==> src/rtl/cu_pkg.sv <==
// Shared types for the Mini-SRC control unit: opcodes, FSM states, instruction classes, strobe bundle.
// PAUSE exists only when SINGLE_STEP_EN is defined.
package cu_pkg;

  localparam logic [4:0] OP_LD   = 5'b00000;
  localparam logic [4:0] OP_LDI  = 5'b00001;
  localparam logic [4:0] OP_ST   = 5'b00010;
  localparam logic [4:0] OP_ADD  = 5'b00011;
  localparam logic [4:0] OP_SHL  = 5'b01011;
  localparam logic [4:0] OP_ADDI = 5'b01100;
  localparam logic [4:0] OP_ORI  = 5'b01110;
  localparam logic [4:0] OP_MUL  = 5'b01111;
  localparam logic [4:0] OP_DIV  = 5'b10000;
  localparam logic [4:0] OP_NEG  = 5'b10001;
  localparam logic [4:0] OP_NOT  = 5'b10010;
  localparam logic [4:0] OP_BR   = 5'b10011;
  localparam logic [4:0] OP_JR   = 5'b10100;
  localparam logic [4:0] OP_JAL  = 5'b10101;
  localparam logic [4:0] OP_IN   = 5'b10110;
  localparam logic [4:0] OP_OUT  = 5'b10111;
  localparam logic [4:0] OP_MFHI = 5'b11000;
  localparam logic [4:0] OP_MFLO = 5'b11001;
  localparam logic [4:0] OP_NOP  = 5'b11010;
  localparam logic [4:0] OP_HALT = 5'b11011;

  typedef enum logic [4:0] {
    S_RESET, S_F0, S_F1, S_F1W, S_F2, S_T3,
    S_ALU_T4, S_CZ, S_ZWB, S_MD_T4, S_MD_T5, S_MD_T6,
    S_MA, S_LD_T6, S_LD_T6W, S_LD_T7, S_ST_T6, S_ST_T7,
    S_BR_T4, S_BR_T6, S_JAL_T4,
`ifdef SINGLE_STEP_EN
    S_PAUSE,
`endif
    S_HALT
  } state_t;

  typedef enum logic [3:0] {
    C_ALU3, C_IMM, C_UNARY, C_MULDIV, C_LD, C_LDI, C_ST, C_BR,
    C_JR, C_JAL, C_IN, C_OUT, C_MFHI, C_MFLO, C_NOP, C_HALT
  } op_class_t;

  typedef struct packed {
    logic PCout, Zhighout, Zlowout, HIout, LOout, MDRout, InPortout, Cout, BAout;
    logic MARin, PCin, MDRin, IRin, Yin, HIin, LOin, Zhighin, Zlowin, OutPortin;
    logic IncPC, Read, Write, Gra, Grb, Grc, Rin, Rout, CONin, JAL_flag;
  } ctl_t;

  function automatic logic is_run(state_t s);
    logic idle;
    idle = (s == S_RESET) || (s == S_HALT);
`ifdef SINGLE_STEP_EN
    idle = idle || (s == S_PAUSE);
`endif
    return !idle;
  endfunction

endpackage

==> src/rtl/cu_if.sv <==
// Control unit <-> datapath bundle: IR/stop(/step) toward the FSM, run and strobes back.
// step is present only when SINGLE_STEP_EN is defined.
interface cu_if;
  logic [31:0]   IR;
  logic          stop;
`ifdef SINGLE_STEP_EN
  logic          step;
`endif
  logic          run;
  cu_pkg::ctl_t  ctl;

`ifdef SINGLE_STEP_EN
  modport master (input IR, stop, step, output run, ctl);
  modport slave  (output IR, stop, step, input run, ctl);
`else
  modport master (input IR, stop, output run, ctl);
  modport slave  (output IR, stop, input run, ctl);
`endif
endinterface

==> src/rtl/cu_op_class_decode.sv <==
// Combinational opcode -> instruction-class decode; unused opcodes behave as nop.
module op_class_decode
  import cu_pkg::*;
(
  input  logic [4:0] opcode,
  output op_class_t  op_class
);
  always_comb begin
    op_class = C_NOP;
    case (opcode) inside
      OP_LD:            op_class = C_LD;
      OP_LDI:           op_class = C_LDI;
      OP_ST:            op_class = C_ST;
      [OP_ADD:OP_SHL]:  op_class = C_ALU3;
      [OP_ADDI:OP_ORI]: op_class = C_IMM;
      OP_MUL, OP_DIV:   op_class = C_MULDIV;
      OP_NEG, OP_NOT:   op_class = C_UNARY;
      OP_BR:            op_class = C_BR;
      OP_JR:            op_class = C_JR;
      OP_JAL:           op_class = C_JAL;
      OP_IN:            op_class = C_IN;
      OP_OUT:           op_class = C_OUT;
      OP_MFHI:          op_class = C_MFHI;
      OP_MFLO:          op_class = C_MFLO;
      OP_HALT:          op_class = C_HALT;
      default:          op_class = C_NOP;
    endcase
  end
endmodule

==> src/rtl/control_unit.sv <==
// Hardwired control FSM for Mini-SRC: one state per cycle, memory reads stretched by MEM_WAIT.
// SINGLE_STEP_EN adds a PAUSE state at every instruction boundary, left by a step pulse.
module control_unit
  import cu_pkg::*;
#(
  parameter int MEM_WAIT = 1
) (
  input  logic clock,
  input  logic clear,
  cu_if.master bus
);
  localparam logic [2:0] WAIT_INIT = 3'(MEM_WAIT);

  state_t     state, state_nx, done_nx;
  op_class_t  op_class;
  logic [2:0] wait_cnt;
  logic       stop_q, stop_any;
  ctl_t       ctl;

  op_class_decode u_decode (.opcode(bus.IR[31:27]), .op_class(op_class));

  assign stop_any = bus.stop | stop_q;
`ifdef SINGLE_STEP_EN
  assign done_nx  = stop_any ? S_HALT : S_PAUSE;
`else
  assign done_nx  = stop_any ? S_HALT : S_F0;
`endif

  always_ff @(posedge clock or posedge clear) begin
    if (clear) begin
      state    <= S_RESET;
      wait_cnt <= 3'd0;
      stop_q   <= 1'b0;
    end else begin
      state <= state_nx;
      if (state == S_F0 || state == S_MA)
        wait_cnt <= WAIT_INIT;
      else if (wait_cnt != 3'd0 && (state == S_F1 || state == S_F1W ||
                                    state == S_LD_T6 || state == S_LD_T6W))
        wait_cnt <= wait_cnt - 3'd1;
      // stop is remembered until the boundary that consumes it
      if (state_nx == S_F0 || !is_run(state_nx))
        stop_q <= 1'b0;
      else if (bus.stop)
        stop_q <= 1'b1;
    end
  end

  always_comb begin
    state_nx = state;
    case (state)
      S_RESET:            state_nx = S_F0;
      S_F0:               state_nx = S_F1;
      S_F1, S_F1W:        state_nx = (wait_cnt == 3'd0) ? S_F2 : S_F1W;
      S_F2:               state_nx = S_T3;
      S_T3: begin
        case (op_class)
          C_ALU3:                      state_nx = S_ALU_T4;
          C_IMM, C_LD, C_LDI, C_ST:    state_nx = S_CZ;
          C_UNARY:                     state_nx = S_ZWB;
          C_MULDIV:                    state_nx = S_MD_T4;
          C_BR:                        state_nx = S_BR_T4;
          C_JAL:                       state_nx = S_JAL_T4;
          C_HALT:                      state_nx = S_HALT;
          default:                     state_nx = done_nx;
        endcase
      end
      S_ALU_T4:           state_nx = S_ZWB;
      S_CZ: begin
        case (op_class)
          C_LD, C_ST:     state_nx = S_MA;
          C_BR:           state_nx = S_BR_T6;
          default:        state_nx = S_ZWB;
        endcase
      end
      S_MD_T4:            state_nx = S_MD_T5;
      S_MD_T5:            state_nx = S_MD_T6;
      S_MA:               state_nx = (op_class == C_ST) ? S_ST_T6 : S_LD_T6;
      S_LD_T6, S_LD_T6W:  state_nx = (wait_cnt == 3'd0) ? S_LD_T7 : S_LD_T6W;
      S_ST_T6:            state_nx = S_ST_T7;
      S_BR_T4:            state_nx = S_CZ;
      S_ZWB, S_MD_T6, S_LD_T7, S_ST_T7, S_BR_T6, S_JAL_T4:
                          state_nx = done_nx;
`ifdef SINGLE_STEP_EN
      S_PAUSE:            state_nx = bus.stop ? S_HALT : (bus.step ? S_F0 : S_PAUSE);
`endif
      S_HALT:             state_nx = S_HALT;
      default:            state_nx = S_RESET;
    endcase
  end

  // T3 is the single dispatch step, so its strobes also look at the (now stable) class
  always_comb begin
    ctl = '0;
    case (state)
      S_F0:      begin ctl.PCout = 1'b1; ctl.MARin = 1'b1; ctl.IncPC = 1'b1; ctl.Zlowin = 1'b1; end
      S_F1:      begin ctl.Zlowout = 1'b1; ctl.PCin = 1'b1; ctl.Read = 1'b1; ctl.MDRin = 1'b1; end
      S_F1W, S_LD_T6, S_LD_T6W:
                 begin ctl.Read = 1'b1; ctl.MDRin = 1'b1; end
      S_F2:      begin ctl.MDRout = 1'b1; ctl.IRin = 1'b1; end
      S_T3: begin
        case (op_class)
          C_ALU3, C_IMM:      begin ctl.Grb = 1'b1; ctl.Rout = 1'b1; ctl.Yin = 1'b1; end
          C_UNARY:            begin ctl.Grb = 1'b1; ctl.Rout = 1'b1; ctl.Zlowin = 1'b1; end
          C_MULDIV:           begin ctl.Gra = 1'b1; ctl.Rout = 1'b1; ctl.Yin = 1'b1; end
          C_LD, C_LDI, C_ST:  begin ctl.Grb = 1'b1; ctl.BAout = 1'b1; ctl.Rout = 1'b1; ctl.Yin = 1'b1; end
          C_BR:               begin ctl.Gra = 1'b1; ctl.Rout = 1'b1; ctl.CONin = 1'b1; end
          C_JR:               begin ctl.Gra = 1'b1; ctl.Rout = 1'b1; ctl.PCin = 1'b1; end
          C_JAL:              begin ctl.PCout = 1'b1; ctl.JAL_flag = 1'b1; end
          C_IN:               begin ctl.InPortout = 1'b1; ctl.Gra = 1'b1; ctl.Rin = 1'b1; end
          C_OUT:              begin ctl.Gra = 1'b1; ctl.Rout = 1'b1; ctl.OutPortin = 1'b1; end
          C_MFHI:             begin ctl.HIout = 1'b1; ctl.Gra = 1'b1; ctl.Rin = 1'b1; end
          C_MFLO:             begin ctl.LOout = 1'b1; ctl.Gra = 1'b1; ctl.Rin = 1'b1; end
          default:            ctl = '0;
        endcase
      end
      S_ALU_T4:  begin ctl.Grc = 1'b1; ctl.Rout = 1'b1; ctl.Zlowin = 1'b1; end
      S_CZ:      begin ctl.Cout = 1'b1; ctl.Zlowin = 1'b1; end
      S_ZWB:     begin ctl.Zlowout = 1'b1; ctl.Gra = 1'b1; ctl.Rin = 1'b1; end
      S_MD_T4:   begin ctl.Grb = 1'b1; ctl.Rout = 1'b1; ctl.Zlowin = 1'b1; ctl.Zhighin = 1'b1; end
      S_MD_T5:   begin ctl.Zlowout = 1'b1; ctl.LOin = 1'b1; end
      S_MD_T6:   begin ctl.Zhighout = 1'b1; ctl.HIin = 1'b1; end
      S_MA:      begin ctl.Zlowout = 1'b1; ctl.MARin = 1'b1; end
      S_LD_T7:   begin ctl.MDRout = 1'b1; ctl.Gra = 1'b1; ctl.Rin = 1'b1; end
      S_ST_T6:   begin ctl.Gra = 1'b1; ctl.Rout = 1'b1; ctl.MDRin = 1'b1; end
      S_ST_T7:   ctl.Write = 1'b1;
      S_BR_T4:   begin ctl.PCout = 1'b1; ctl.Yin = 1'b1; end
      S_BR_T6:   begin ctl.Zlowout = 1'b1; ctl.PCin = 1'b1; end
      S_JAL_T4:  begin ctl.Gra = 1'b1; ctl.Rout = 1'b1; ctl.PCin = 1'b1; end
      default:   ctl = '0;
    endcase
  end

  assign bus.ctl = ctl;
  assign bus.run = is_run(state);

endmodule

==> src/flat_wrapper.sv <==
// flat-port wrapper written by rule: the top's interface ports become plain ports
module control_unit_flat import cu_pkg::*;
#(
  parameter int MEM_WAIT = 1
)
  (clock, clear, bus_IR, bus_stop, bus_run, bus_ctl);
  cu_if bus_i ();
  input  logic clock;
  input  logic clear;
  input wire logic [$bits(bus_i.IR)-1:0] bus_IR;
  input wire logic [$bits(bus_i.stop)-1:0] bus_stop;
  output wire logic [$bits(bus_i.run)-1:0] bus_run;
  output wire logic [$bits(bus_i.ctl)-1:0] bus_ctl;
  assign bus_i.IR = bus_IR;
  assign bus_i.stop = bus_stop;
  assign bus_run = bus_i.run;
  assign bus_ctl = bus_i.ctl;
  control_unit #(.MEM_WAIT(MEM_WAIT)) u_core (.clock(clock), .clear(clear), .bus(bus_i));
endmodule
==> config.mk <==
export PLATFORM = sky130hd
export DESIGN_NAME = control_unit_flat
export DESIGN_NICKNAME = d
export VERILOG_FILES = /design/src/rtl/cu_pkg.sv /design/src/rtl/cu_if.sv /design/src/rtl/cu_op_class_decode.sv /design/src/rtl/control_unit.sv /design/src/flat_wrapper.sv
export SDC_FILE = /design/constraint.sdc
export NUM_CORES = 1
export LEC_CHECK = 0
export ABC_AREA = 1
export CORE_ASPECT_RATIO = 0.5
export CORE_MARGIN = 1.5
export CORE_UTILIZATION = 43
export CTS_BUF_LIST = sky130_fd_sc_hd__clkbuf_4
export DETAILED_ROUTE_END_ITERATION = 16
export HOLD_SLACK_MARGIN = 0.02
export PLACE_DENSITY = 0.81
export SKIP_CTS_REPAIR_TIMING = 1
export SYNTH_ARGS = -nofsm -noshare
export SYNTH_HDL_FRONTEND = slang
export SYNTH_SLANG_ARGS = --single-unit
==> constraint.sdc <==
create_clock -name clock -period 1.88 [get_ports clock]
set_input_delay 0.282 -clock clock [delete_from_list [all_inputs] [get_ports clock]]
set_output_delay 0.282 -clock clock [all_outputs]
set_load 0.02 [all_outputs]
==> impl_results.md <==
* Status: finished with violations
* Failing checks: setup timing
* Placed cell area at 2326 um^2
* Layout cells sized above 1 at 58.01%
* Tmin final at 2.126 ns
* Internal Power at between 1500 and 2000 uW
* Yosys warns at 0
* Routability Congestion at 0.9717
* Initial antenna violation count at 0
* Worst-Skew Late Latency at between 0.2 and 0.3 ns
* Clk_skew at 0.01097 ns
* Data required, critical path at approximately 1.6 ns
* Die Span Y at around 43 um
* Simple-gate share of the synthesized area at 61.35%
* Post-synthesis xor/xnor area fraction at 0%
* Hold Vio Cnt, Final at 0
* Pwr dens at 1271 nW/um^2
* CTS buffer count at 3
* Buf/Inv on CP at 5
* Count leader, synth: nand2_1
* Clk sinks at 9
* Setup ws final at -0.2458 ns
* Max_cap viols at 0
* # diodes at 0
* Largest family of logic cells by synthesized area: simple AND/OR/NAND/NOR gates
* Post-layout util at 86.21%
* Seq/Total Area, Yosys at 16.14%
* Synth Instances at 241
* Worst setup SP type: flip-flop
* Largest delay share family, worst path: simple AND/OR/NAND/NOR gates
* CTS tree: built
* IO Pins at 65
* Die W at roughly 84 um
* Row count at 14
* Final Slew Violations at 0
* Routed Antenna Nets at 0
* GRT Util Overall at 28.98%
* Critical Path, Cell by Cell: buf_6 > nor2_4 > inv_2 > nor3_4 > buf_6 > inv_1 > nand2_1 > or2_2 > buf_6
* Peak VDD IR at 1152 uV
* CORE AREA at slightly above 3000 um^2
* Nets@finish at 400
* Most frequent cells after synthesis: nand2_1, nor2_1, inv_1
* CP dominant cell by count: buf_6
* Synth-to-layout area growth at 88.34%
* Total leakage power at 0.001551 uW
* Slew @ Worst Pin at 0.3895 ns
* DRT Pass-1 Iters at 5
* Yosys top cell by area: dfrtp_1
* Initial Util at a little under half
* Seq cells post-synth at 9
* CP Data Arrival Time at between 1.5 and 2 ns
* Average size of a mapped cell at about 5.8 um^2
* Fill count at between 150 and 200
* Syn Nets at approximately 280
* First-pass GRT wire length at roughly 8400 um
* Adder-cell share of the synthesized area at 1.794%
* Setup CP Type: reg2out
* Drc violations at 0
* Relative slew slack at 74.00%
* Largest net degree at the start of global routing at 10
* H-tree levels at 1
* Switching Fraction at between 50 and 60%
* Die area at ~3600 um^2
* Routed WL at 6710 um
* Vias in the first global route at ~1900
* Starting DRT DRC Count at 187
* Fmax at 0.4704 GHz
* Worst-path clk slew at approximately 0.090 ns
* Post-synth EDFFs at 0
* Min-Delay Path Class: in2async
* CTS Root Cell: clkbuf_4
* Post-synth top area share at 16.14%
* Worst-path maximum fanout at 4
* Area contributors post-synth: dfrtp_1, nand2_1, nand3_1, nor2_1, inv_1
* Synth unique cells at 31
* Seq pwr share at between 10% and 20%
* CP max stage delay at 0.42 ns
* Grt ovf at 0
* Unrepaired setup endpoints after global routing: yes
* Clock share of power at 5.5%
* DP HPWL at 4363 um
* Synth Flop Type: dfrtp_1
* Fin area at roughly 2600 um^2
* Combinational power share at 83.1%
* Switching pwr at 1746 uW
* Syn Std Cell Area at roughly 1400 um^2
* Setup-failing EPs final at 22
* Complex-gate fraction of the synthesized area at about 7.5%
* Async set or reset register ratio after synthesis at 100.0%
* Vias at 2226
* Vias per cell at 5.537
* Crit share post-route at 113.1%
* Mux cell area share after synthesis at 0%
* DR WL/cell at 16.69 um
* CTS Buffer Depth at 2
* IO Port Bufs at 37
* Critical-path cell with the highest stage delay: dfrtp_1
* Crit end category: output pin
state kept, by name, indices dropped and copies added, names as in the netlist:
register	count
u_core.wait_cnt	3
u_core.stop_q	1
u_core.state	5
metrics by stage:
stage          instances  hold WS (ns)  setup TNS [ns]  setup slack [ns]  total power [uW]
3_5_place_dp         385        0.5350          -13.74           -0.9577              2502
6_report             402        0.2923          -1.683           -0.2458              3340
4_1_cts              389        0.3072          -16.68           -0.9633              2687
2_1_floorplan        241        0.1099         -0.3316          -0.07140              1504
3_3_place_gp         385        0.5200          -11.98           -0.7664              2420
5_1_grt              402        0.3418          -2.758           -0.2481              3478
layer usage:
layer / share of wire, % / global-route usage [%]
met5: 0 / 0
met4: 4.9 / 12.13
met3: 6.4 / 2.529
met2: 49 / 55.28
met1: 40 / 34.24
worst paths after layout:
check,startpoint,to,slack [ns],cells after the start
max reg2reg,u_core.state[1],u_core.stop_q,-0.16,13
min,clear,u_core.state[3],0.29,2
min in group clock,u_core.wait_cnt[2],u_core.wait_cnt[2],0.55,2
max in group asynchronous,clear,u_core.state[2],1.28,2
max,u_core.state[3],bus_ctl[28],-0.25,9
min reg2reg,u_core.wait_cnt[2],u_core.wait_cnt[2],0.55,2
cell usage in the layout (no fill, tap or decap), types with 2 or more instances in the layout:
cell | synthesis | final
a21oi_1 | 4 | 4
buf_2 | 1 | 4
buf_4 | 1 | 88
buf_6 | 1 | 10
clkbuf_2 | 0 | 7
clkbuf_4 | 0 | 4
clkdlybuf4s50_1 | 0 | 2
dfrtp_1 | 9 | 7
dfrtp_2 | 0 | 2
dlymetal6s2s_1 | 0 | 10
ha_1 | 2 | 2
inv_1 | 26 | 19
inv_2 | 13 | 19
nand2_1 | 51 | 43
nand2_2 | 14 | 19
nand2_4 | 1 | 4
nand3_1 | 25 | 20
nand3_2 | 8 | 13
nand4_1 | 9 | 9
nor2_1 | 32 | 17
nor2_2 | 12 | 16
nor2_4 | 2 | 13
nor3_1 | 5 | 3
nor3_2 | 1 | 2
nor4_2 | 0 | 2
o21ai_0 | 10 | 4
o21ai_1 | 1 | 6
cell families (layout without fill, tap and decap cells):
family	after synthesis	count (layout)
compound gates	19	19
fa+ha+maj	2	2
buf+inv	43	164
flops	9	9
simple gates	168	168
power groups by stage:
stage	sequential (uW)	clock [uW]	combinational (uW)
floorplan	345	0	1160
global placement	339	0	2080
detailed placement	344	0	2160
CTS	339	169	2180
global route	387	191	2900
finish	380	185	2780
final cells by class:
| type | count | area, um^2 | share of cell area (%) |
|---|---|---|---|
| Multi-Input combinational cell | 189 | 1197 | 45.57 |
| Timing Repair Buffer | 121 | 973.4 | 37.05 |
| Sequential cell | 9 | 227.7 | 8.667 |
| Inverter | 39 | 148.9 | 5.667 |
| Tap cell | 40 | 50.05 | 1.905 |
| Clock buffer | 4 | 30.03 | 1.143 |
worst register-to-register path: cells and delay by family (launching register included):
family                 cells  cell delay (ns)
AND/OR/NAND/NOR            8             0.95
buffers and inverters      5             0.57
flip-flops                 1             0.42
No activity file was read; power rests on OpenSTA's default activity.
